<file path="src/rtl/keyboard_state_decoder_pkg.sv">
// keyboard_state_decoder_pkg: key indices, PS/2 prefix bytes and prefix FSM states
// shared by the scancode decoder and its users.
package keyboard_state_decoder_pkg;
    localparam int NUM_KEYS      = 15;
    localparam int KEY_W         = $clog2(NUM_KEYS);
    localparam int KEY_NOTE_BASE = 0;
    localparam int KEY_SPACEBAR  = 8;
    localparam int KEY_BACKSLASH = 9;
    localparam int KEY_R         = 10;
    localparam int KEY_UP        = 11;
    localparam int KEY_DOWN      = 12;
    localparam int KEY_LEFT      = 13;
    localparam int KEY_RIGHT     = 14;
    localparam logic [7:0] BYTE_EXT   = 8'hE0;
    localparam logic [7:0] BYTE_BRK   = 8'hF0;
    localparam logic [7:0] BYTE_PAUSE = 8'hE1;
    typedef enum logic [1:0] {S_IDLE, S_EXT, S_BRK, S_EXTBRK} prefix_state_t;
    // Status/ack bytes and the Pause prefix never touch the FSM or the key vector
    function automatic logic is_ignored(input logic [7:0] b);
        return b inside {8'hAA, 8'hFA, 8'hEE, 8'hFE, 8'h00, 8'hFF, BYTE_PAUSE};
    endfunction
endpackage

</file>
<file path="src/rtl/keyboard_state_decoder_if.sv">
// keyboard_state_decoder_if: byte stream from the PS/2 receiver and the decoded
// key vector/pulses toward MasterFSM and the audio datapath.
interface keyboard_state_decoder_if;
    import keyboard_state_decoder_pkg::*;
    logic                ps2ByteValid;
    logic [7:0]          ps2Byte;
    logic [NUM_KEYS-1:0] inputStateStorage;
    logic [NUM_KEYS-1:0] keyPressPulse;
    logic [NUM_KEYS-1:0] keyReleasePulse;
    logic                unknownCode;
    modport master (output ps2ByteValid, ps2Byte,
                    input  inputStateStorage, keyPressPulse, keyReleasePulse, unknownCode);
    modport slave  (input  ps2ByteValid, ps2Byte,
                    output inputStateStorage, keyPressPulse, keyReleasePulse, unknownCode);
endinterface

</file>
<file path="src/rtl/keyboard_state_decoder_scancode_to_key_index.sv">
// scancode_to_key_index: combinational Set-2 scancode lookup; the extended table
// holds the arrow keys only, the normal table the piano row and control keys.
module scancode_to_key_index
    import keyboard_state_decoder_pkg::*;
(
    input  logic             i_extended,
    input  logic [7:0]       i_byte,
    output logic             o_hit,
    output logic [KEY_W-1:0] o_index
);
    always_comb begin
        o_hit   = 1'b1;
        o_index = '0;
        if (i_extended)
            case (i_byte)
                8'h75:   o_index = KEY_W'(KEY_UP);
                8'h72:   o_index = KEY_W'(KEY_DOWN);
                8'h6B:   o_index = KEY_W'(KEY_LEFT);
                8'h74:   o_index = KEY_W'(KEY_RIGHT);
                default: o_hit   = 1'b0;
            endcase
        else
            case (i_byte)
                8'h1C:   o_index = KEY_W'(KEY_NOTE_BASE + 0);
                8'h1B:   o_index = KEY_W'(KEY_NOTE_BASE + 1);
                8'h23:   o_index = KEY_W'(KEY_NOTE_BASE + 2);
                8'h2B:   o_index = KEY_W'(KEY_NOTE_BASE + 3);
                8'h34:   o_index = KEY_W'(KEY_NOTE_BASE + 4);
                8'h33:   o_index = KEY_W'(KEY_NOTE_BASE + 5);
                8'h3B:   o_index = KEY_W'(KEY_NOTE_BASE + 6);
                8'h42:   o_index = KEY_W'(KEY_NOTE_BASE + 7);
                8'h29:   o_index = KEY_W'(KEY_SPACEBAR);
                8'h5D:   o_index = KEY_W'(KEY_BACKSLASH);
                8'h2D:   o_index = KEY_W'(KEY_R);
                default: o_hit   = 1'b0;
            endcase
    end
endmodule

</file>
<file path="src/rtl/keyboard_state_decoder.sv">
// keyboard_state_decoder: PS/2 Set-2 byte stream -> held-key vector plus one-cycle
// press/release/unknown pulses; stale prefixes are dropped after TIMEOUT_CYCLES.
module keyboard_state_decoder
    import keyboard_state_decoder_pkg::*;
#(
    parameter int TIMEOUT_CYCLES = 500000
) (
    input logic                     clk,
    input logic                     resetn,
    keyboard_state_decoder_if.slave ps2
);
    localparam int CNT_W = $clog2(TIMEOUT_CYCLES + 1);

    prefix_state_t       r_state, w_next;
    logic [CNT_W-1:0]    r_cnt;
    logic [NUM_KEYS-1:0] r_keys, r_press, r_rel, w_mask;
    logic                r_unk, w_code, w_hit, w_expire, w_ext, w_brk;
    logic [KEY_W-1:0]    w_idx;

    assign w_ext    = r_state == S_EXT || r_state == S_EXTBRK;
    assign w_brk    = r_state == S_BRK || r_state == S_EXTBRK;
    assign w_expire = !ps2.ps2ByteValid && r_state != S_IDLE && r_cnt == CNT_W'(TIMEOUT_CYCLES - 1);
    assign w_mask   = {{(NUM_KEYS-1){1'b0}}, 1'b1} << w_idx;

    scancode_to_key_index u_lookup (
        .i_extended (w_ext),
        .i_byte     (ps2.ps2Byte),
        .o_hit      (w_hit),
        .o_index    (w_idx)
    );

    // w_code marks a byte that completes a code and must be looked up
    always_comb begin
        w_next = r_state;
        w_code = 1'b0;
        if (ps2.ps2ByteValid && !is_ignored(ps2.ps2Byte)) begin
            w_next = S_IDLE;
            w_code = 1'b1;
            if (r_state == S_IDLE && ps2.ps2Byte == BYTE_EXT) begin
                w_next = S_EXT;
                w_code = 1'b0;
            end else if (ps2.ps2Byte == BYTE_BRK && !w_brk) begin
                w_next = r_state == S_IDLE ? S_BRK : S_EXTBRK;
                w_code = 1'b0;
            end else if (w_brk && (ps2.ps2Byte == BYTE_EXT || (ps2.ps2Byte == BYTE_BRK && r_state == S_EXTBRK)))
                w_code = 1'b0;
        end else if (w_expire)
            w_next = S_IDLE;
    end

    always_ff @(posedge clk or negedge resetn) begin
        if (!resetn) begin
            r_state <= S_IDLE;
            r_cnt   <= '0;
            r_keys  <= '0;
            r_press <= '0;
            r_rel   <= '0;
            r_unk   <= 1'b0;
        end else begin
            r_state <= w_next;
            r_cnt   <= (ps2.ps2ByteValid || r_state == S_IDLE || w_expire) ? '0 : r_cnt + 1'b1;
            r_press <= (w_code && w_hit && !w_brk) ? w_mask & ~r_keys : '0;
            r_rel   <= (w_code && w_hit && w_brk) ? w_mask & r_keys : '0;
            r_unk   <= w_code && !w_hit;
            if (w_code && w_hit)
                r_keys <= w_brk ? r_keys & ~w_mask : r_keys | w_mask;
        end
    end

    assign ps2.inputStateStorage = r_keys;
    assign ps2.keyPressPulse     = r_press;
    assign ps2.keyReleasePulse   = r_rel;
    assign ps2.unknownCode       = r_unk;
endmodule

</file>
<file path="src/flat_wrapper.sv">
// flat-port wrapper written by rule: the top's interface ports become plain ports
module keyboard_state_decoder_flat import keyboard_state_decoder_pkg::*;
#(
    parameter int TIMEOUT_CYCLES = 500000
)
  (clk, resetn, ps2_ps2ByteValid, ps2_ps2Byte, ps2_inputStateStorage, ps2_keyPressPulse, ps2_keyReleasePulse, ps2_unknownCode);
  keyboard_state_decoder_if ps2_i ();
  input logic clk;
  input logic resetn;
  input wire logic [$bits(ps2_i.ps2ByteValid)-1:0] ps2_ps2ByteValid;
  input wire logic [$bits(ps2_i.ps2Byte)-1:0] ps2_ps2Byte;
  output wire logic [$bits(ps2_i.inputStateStorage)-1:0] ps2_inputStateStorage;
  output wire logic [$bits(ps2_i.keyPressPulse)-1:0] ps2_keyPressPulse;
  output wire logic [$bits(ps2_i.keyReleasePulse)-1:0] ps2_keyReleasePulse;
  output wire logic [$bits(ps2_i.unknownCode)-1:0] ps2_unknownCode;
  assign ps2_i.ps2ByteValid = ps2_ps2ByteValid;
  assign ps2_i.ps2Byte = ps2_ps2Byte;
  assign ps2_inputStateStorage = ps2_i.inputStateStorage;
  assign ps2_keyPressPulse = ps2_i.keyPressPulse;
  assign ps2_keyReleasePulse = ps2_i.keyReleasePulse;
  assign ps2_unknownCode = ps2_i.unknownCode;
  keyboard_state_decoder #(.TIMEOUT_CYCLES(TIMEOUT_CYCLES)) u_core (.clk(clk), .resetn(resetn), .ps2(ps2_i));
endmodule
</file>
<file path="config.mk">
export PLATFORM = sky130hd
export DESIGN_NAME = keyboard_state_decoder_flat
export DESIGN_NICKNAME = d
export VERILOG_FILES = /design/src/rtl/keyboard_state_decoder_pkg.sv /design/src/rtl/keyboard_state_decoder_if.sv /design/src/rtl/keyboard_state_decoder_scancode_to_key_index.sv /design/src/rtl/keyboard_state_decoder.sv /design/src/flat_wrapper.sv
export SDC_FILE = /design/constraint.sdc
export NUM_CORES = 1
export LEC_CHECK = 0
export CAP_MARGIN = 25
export CORE_MARGIN = 3
export CORE_UTILIZATION = 50
export CTS_BUF_LIST = sky130_fd_sc_hd__clkbuf_8
export DETAILED_ROUTE_END_ITERATION = 10
export GPL_TIMING_DRIVEN = 0
export PLACE_DENSITY = 0.81
export SYNTH_ARGS = -nofsm -noshare
export SYNTH_HDL_FRONTEND = slang
export SYNTH_SLANG_ARGS = --single-unit
</file>
<file path="constraint.sdc">
create_clock -name clk -period 2.1 [get_ports clk]
set_clock_uncertainty 0.1 [all_clocks]
set_input_delay 0.525 -clock clk [delete_from_list [all_inputs] [get_ports clk]]
set_output_delay 0.525 -clock clk [all_outputs]
set_load 0.01 [all_outputs]
</file>
==> metrics.txt, run 1 <==
Clk pwr share 39.1%; starting density of the core 53.01%; most used cell, CP buf_8; CTS max path bufs 2; clock buffer count from CTS 9; Synth Warn # 0; Syn Area/Cell 10.46 µm²; Final setup violation count 35; CP Cell Sequence buf_8, buf_8, buf_6, nor2_4, xnor2_1, o211a_1, o21ai_4, or4b_4, nor4_1; post-layout worst setup margin -0.1797 ns; # rows 29; Core Region 6531 µm²; clk slew on worst S/H paths 0.07 ns; LEAKAGE 2.147 nW; required time of the critical path 2.23 ns; max-cap viol count 0; Synth Instances 331; worst-margin pin slew 0.8217 ns; Sw Ratio 26.66%; NetSw 0.7225 mW; Critical-path top delay cell or4b_4; Post-Synth XOR/XNOR Area 4.554%; first-pass GRT wire length 14750 µm; failing checks negative setup slack; RSZ-0062 raised after global routing yes; Clk Tree Root Cell clkbuf_8; antenna violations before repair 0; CTS tree built; count of different cell masters after synthesis 63; drt first pass iters 5; Setup crit end kind flop; critical path class input pin to flop; Total GRT Usage 24.70%; Synth Register Bits 67; # H-tree levels 3; logic gate share of total power 12.5%; Final Wtd Congestion 0.8783; Routed WL per cell 20.86 µm; Final Cell Area 5132 µm²; crit-path max cell delay 0.64 ns; grt ovf 0; Starting DRT DRC Count 223; post-synthesis mux area share 2.313%; dpl hpwl 5817 µm; adder-cell share of the synthesized area 0.3614%; die height 89.21 µm; Boundary Pins 57; Synth Net Count 343; Max Slew Vio Count 0; port bufs 52; Max VDD drop 0.0003495 V; final period utilization 108.6%; async set-or-reset flop fraction in the synthesized netlist 100.0%; Post-Syn Area 3462 µm²; Hold WC Path Type input pin to asynchronous set/reset pin; Reg power frac 48.4%; largest net degree at the start of global routing 68; number of flops mapped to enable cells by yosys 0; final hold vios 0; Cell Pwr Density 528.0 nW/µm²; via count 3138; width of the die 89.21 µm; Placement Cell Area 4223 µm²; Die ar. 7958 µm²; complex-gate fraction of the synthesized area 9.469%; critical-path maximum fanout 7; routed vias/inst 6.202; Routed WL 10560 µm; fin crit period 2.280 ns; Reg2Reg Depth 7; r2r setup slk -0.15 ns; P_int 1.988 mW; filler instances 357; Clock Latency Late Sink 0.34 ns; DRC violations left 0; Antenna Diode Count 0; main combinational cell family by area after synthesis simple AND/OR/NAND/NOR gates; top_reg_cell synth dfrtp_1; register area share after synthesis 48.43%; Final nets 436; delay-heaviest family, CP simple AND/OR/NAND/NOR gates; vias in the first global route 2933; WP data arrival 2.41 ns; share of post-route cells with drive strength above 1 34.97%; Max-slew headroom 45.22%; Clock Sinks 67; R2R Path End u_core.ps2.keyPressPulse[7]$_DFF_PN0_; crit start category input pin; status finished with violations; CP Buf/Inv Count 3; Final Util 78.58%; FF-to-FF Start u_core.r_state[0]$_DFFE_PN0P_; remaining antenna violation count 0; area grow syn2layout 48.25%; Max Freq 438.7 MHz; Synth Area in Simple Gates 28.77%
[power groups by stage]
stage,clock [mW],sequential (mW),combinational [mW]
after detailed placement,0,1.33,0.238
after floorplan,0,1.33,0.152
after global routing,1.12,1.31,0.359
after CTS,1.07,1.31,0.294
after global placement,0,1.33,0.233
final,1.06,1.31,0.340
[routing by layer]
| metal | wire length (µm) | up-vias | global-route usage, % | share of wire [%] |
|---|---|---|---|---|
| met2 | 5342 | 152 | 38.71 | 51 |
| met4 | 292 | 0 | 11.23 | 2.8 |
| met5 | 0 | - | 0 | 0 |
| met1 | 4304 | 1576 | 32.35 | 41 |
| li1 | - | 1386 | - | - |
| met3 | 616 | 24 | 6.175 | 5.8 |
[cell usage after synthesis, drive strengths merged, types with 3 or more instances]
master / number / area share [%]
dfrtp: 67 / 48
nor2: 38 / 4.1
inv: 16 / 1.7
nor3: 16 / 2.6
buf: 15 / 3.5
nand2: 14 / 1.5
nand3: 11 / 1.6
o21ai: 11 / 1.6
xnor2: 10 / 2.5
and3: 9 / 1.8
nand4: 9 / 1.6
nor4: 9 / 2.1
nor4b: 9 / 3.1
clkbuf: 8 / 0.87
mux2i: 8 / 2.3
nor3b: 8 / 1.9
o31ai: 8 / 2.1
xor2: 8 / 2.0
a31oi: 4 / 1.2
and4b: 4 / 1.2
and4bb: 4 / 1.4
nand2b: 4 / 0.72
or3: 4 / 0.72
a21o: 3 / 0.69
and2: 3 / 0.61
and4: 3 / 0.80
nor2b: 3 / 0.54
[worst max-delay path by stage]
stage | end | depth (start not counted) | startpoint
final | u_core.ps2.keyPressPulse[7]$_DFF_PN0_ | 9 | ps2_ps2Byte[2]
after global routing | u_core.ps2.keyPressPulse[7]$_DFF_PN0_ | 9 | ps2_ps2Byte[2]
after CTS | flop | 9 | ps2_ps2Byte[5]
after detailed placement | u_core.ps2.keyPressPulse[1]$_DFF_PN0_ | 10 | ps2_ps2Byte[7]
after global placement | asynchronous set/reset pin | 1 | resetn
after floorplan | flop | 9 | ps2_ps2Byte[6]
[metrics by stage]
| step | worst slack, ns | TNS (ns) | cells | hold slack, ns | total power, mW |
|---|---|---|---|---|---|
| after global placement | -1.677 | -157.48 | 460 | 0.3549 | 1.566 |
| final | -0.1797 | -3.803 | 506 | 0.1779 | 2.710 |
| after detailed placement | -1.202 | -49.40 | 460 | 0.3632 | 1.571 |
| after floorplan | -0.3632 | -9.891 | 331 | 0.1294 | 1.485 |
| after CTS | -0.1548 | -2.627 | 497 | 0.1956 | 2.669 |
| after global routing | -0.2352 | -5.452 | 506 | 0.2405 | 2.786 |
[what timing repair did]
item / CTS / global route
setup endpoints to repair: 67 / 61
resized for setup: 82 / 43
cloned: 2 / 1
hold buffers: 0 / 0
pin swaps: 20 / 22
setup buffers: 22 / 8
[kinds of logic after synthesis]
logic type	after synthesis
buffers and inverters	39
AND/OR/NAND/NOR	158
AO/OA/AOI/OAI	40
XOR/XNOR	18
flip-flops	67
multiplexers	8
adder cells (fa/ha/maj)	1
[layout by cell type (no fill, tap or decap), drive strengths merged, types with 4 or more instances in the layout]
cell           synthesis  layout
a31oi                  4       4
mux2i                  8       8
nand3                 11      11
dfrtp                 67      67
nand2                 14      14
nand2b                 4       4
and4bb                 4       4
nor3                  16      16
nand4                  9       9
or3                    4       5
nor4                   9       9
clkdlybuf4s50          0      46
nor4b                  9       9
nor2                  38      38
xor2                   8       8
inv                   16      17
and3                   9       9
o21ai                 11      11
nor3b                  8       8
o31ai                  8       8
xnor2                 10      10
clkbuf                 8      14
buf                   15      52
clkinv                 0       5
and4b                  4       4
[final cells by class]
cell class / count / area, µm² / share of cell area (%)
clock buffers: 9 / 123.9 / 2.413
well taps: 77 / 96.34 / 1.877
clock inverters: 7 / 67.56 / 1.316
flip-flops and latches: 67 / 1677 / 32.67
multi-input cells: 226 / 2058 / 40.10
plain buffers: 20 / 235.2 / 4.583
repair buffers: 84 / 814.5 / 15.87
inverters: 16 / 60.06 / 1.170
Power figures use the tool's default switching activity.
==> run 2: changes to the inputs <==
--- a/config.mk
+++ b/config.mk
@@ -11,7 +11,7 @@
 export CTS_BUF_LIST = sky130_fd_sc_hd__clkbuf_8
 export DETAILED_ROUTE_END_ITERATION = 10
 export GPL_TIMING_DRIVEN = 0
-export PLACE_DENSITY = 0.81
+export PLACE_DENSITY = 0.84
 export SYNTH_ARGS = -nofsm -noshare
 export SYNTH_HDL_FRONTEND = slang
 export SYNTH_SLANG_ARGS = --single-unit
==> run 2 against run 1 <==
  * The run still ends with negative setup slack left
  * Global-route usage rose by 4.4 points
  * Register-to-register slack got worse by 0.09 ns
  * Count of clock-buffer cells in the layout did not move
  * Maximum frequency fell by 4.1%
  * Via count rose by 11%
  * Die area did not move
  * Critical path type unchanged
==> metrics.txt, run 2 (synthesis results as in run 1) <==
clk slew on worst S/H paths 0.08 ns (about the same); routed vias/inst 6.712 (+8.2%); width of the die 89.21 µm (unchanged); Hold WS 0.1507 ns (-0.02724 ns); CTS max path bufs 2 (unchanged); Clk Tree Root Cell clkbuf_8; P_int 2.254 mW (+13%); Non-Filler Instances 518 (+2.4%); port bufs 52 (unchanged); WP data arrival 2.52 ns (+0.11 ns); Die ar. 7958 µm² (unchanged); Max Freq 420.6 MHz (-4.1%); final hold vios 0 (unchanged); failing checks negative setup slack; CP Cell Sequence buf_8, buf_6, buf_6, nor4b_4, o21ai_2, and3_4, and3_4, or4b_4, buf_12, nor4b_4; Hold WC Path Type input pin to asynchronous set/reset pin; worst-margin pin slew 0.8501 ns (+0.02834 ns); Clk pwr share 43.9% (+4.8 points); Clock Latency Late Sink 0.36 ns (+0.02 ns); antenna violations before repair 0 (unchanged); Reg power frac 43.1% (-5.3 points); first-pass GRT wire length 17220 µm (+17%); Final setup violation count 49 (+40%); Final Wtd Congestion 0.8926 (+1.6%); NetSw 0.7916 mW (+9.6%); most common cell after layout, fill and taps aside dfrtp_1; Final Power 3.046 mW (+12%); clock buffer count from CTS 9 (unchanged); commonest cells after routing, fill and taps aside dfrtp_1, clkdlybuf4s50_1, nor2_1, buf_4, buf_6; fin crit period 2.378 ns (+0.09782 ns); Critical-path top delay cell or4b_4; dpl hpwl 5674 µm (-2.4%); Final Util 82.26% (+3.7 points); area grow syn2layout 55.19%; Max Slew Vio Count 0 (unchanged); grt ovf 0 (unchanged); die height 89.21 µm (unchanged); largest net degree at the start of global routing 68 (unchanged); Clock Sinks 67 (unchanged); critical-path maximum fanout 5 (-2); # rows 29 (unchanged); Max VDD drop 0.0004131 V (+18%); share of post-route cells with drive strength above 1 38.55% (+3.6 points); Total GRT Usage 29.11% (+4.4 points); Core Region 6531 µm² (unchanged); via count 3477 (+11%); post-layout worst setup margin -0.2775 ns (-0.09782 ns); CTS tree built; Placed Cells 460 (unchanged); Starting DRT DRC Count 466 (+110%); Routed WL per cell 24.42 µm (+17%); Setup crit end kind flop; logic gate share of total power 13.0% (+0.5 points); crit start category input pin; Antenna Diode Count 0 (unchanged); max-cap viol count 0 (unchanged); Cell Pwr Density 566.9 nW/µm² (+7.4%); remaining antenna violation count 0 (unchanged); crit-path max cell delay 0.52 ns (-0.12 ns); starting density of the core 53.01% (unchanged); filler instances 291 (-18%); r2r setup slk -0.24 ns (-0.09 ns); LEAKAGE 2.253 nW (+4.9%); Max-slew headroom 43.33% (-1.9 points); DRC violations left 0 (unchanged); drt first pass iters 6 (+1); Sw Ratio 25.99% (-0.67 points); critical path class input pin to flop; Boundary Pins 57 (unchanged); RSZ-0062 raised after global routing yes; Final nets 448 (+2.8%); final period utilization 113.2% (+4.7 points); vias in the first global route 3290 (+12%); required time of the critical path 2.24 ns (about the same); status finished with violations; Routed WL 12650 µm (+20%); # H-tree levels 3 (unchanged)
==> run 2: cell type report <==
cell class | instances | area (µm²) | area share, %
buffer | 19 | 224.0 | 4.169
inverter | 16 | 67.56 | 1.258
clock buffer | 9 | 123.9 | 2.306
sequential | 67 | 1679 | 31.25
clock inverter | 7 | 117.6 | 2.189
timing repair buffer | 97 | 955.9 | 17.79
tap | 77 | 96.34 | 1.793
multi-input combinational | 226 | 2108 | 39.24
==> run 2: final timing paths <==
kind | endpoint | start | cells past startpoint
max in group asynchronous | u_core.r_state[1]$_DFFE_PN0P_ | resetn | 1
hold reg to reg | u_core.ps2.keyPressPulse[3]$_DFF_PN0_ | flop | 1
setup / recovery | u_core.ps2.keyPressPulse[0]$_DFF_PN0_ | ps2_ps2Byte[2] | 10
min in group clk | u_core.ps2.keyPressPulse[3]$_DFF_PN0_ | flop | 1
setup reg to reg | u_core.ps2.keyPressPulse[0]$_DFF_PN0_ | u_core.r_state[0]$_DFFE_PN0P_ | 8
hold / removal | u_core.r_cnt[2]$_DFF_PN0_ | resetn | 1
==> run 2: what timing repair did <==
| item | CTS | global route |
|---|---|---|
| setup endpoints to repair | 67 | 66 |
| gates cloned | 4 | 2 |
| buffers inserted | 27 | 15 |
| resized for setup | 96 | 55 |
| pin swaps | 22 | 29 |
| hold buffers | 0 | 0 |
==> run 2: metal layers <==
layer	global-route usage, %	wire, µm	vias to the layer above
met5	0	0	-
met4	15.16	825	0
met3	7.834	1139	99
met2	47.82	6125	301
met1	34.99	4561	1679
li1	-	-	1398
==> run 2: worst max-delay path: cells and delay by family <==
family          cells  cell delay [ns]
compound gates      1             0.14
simple gates        5             1.40
buf+inv             4             0.45
==> run 2: power groups by stage <==
stage                     clock, mW  sequential (mW)  combinational (mW)
final                          1.34             1.31               0.396
after global routing           1.39             1.31               0.413
after CTS                      1.32             1.31               0.309
after detailed placement          0             1.33               0.236
after global placement            0             1.33               0.234
after floorplan                   0             1.33               0.152
==> run 2: metrics by stage <==
step / instance area (µm²) / setup TNS, ns / setup slack [ns]
floorplan: 3608 / -9.891 / -0.3632
global placement: 4225 / -158.12 / -1.697
detailed placement: 4223 / -46.18 / -1.185
CTS: 5069 / -4.815 / -0.2150
global route: 5373 / -9.737 / -0.3158
finish: 5373 / -7.354 / -0.2775
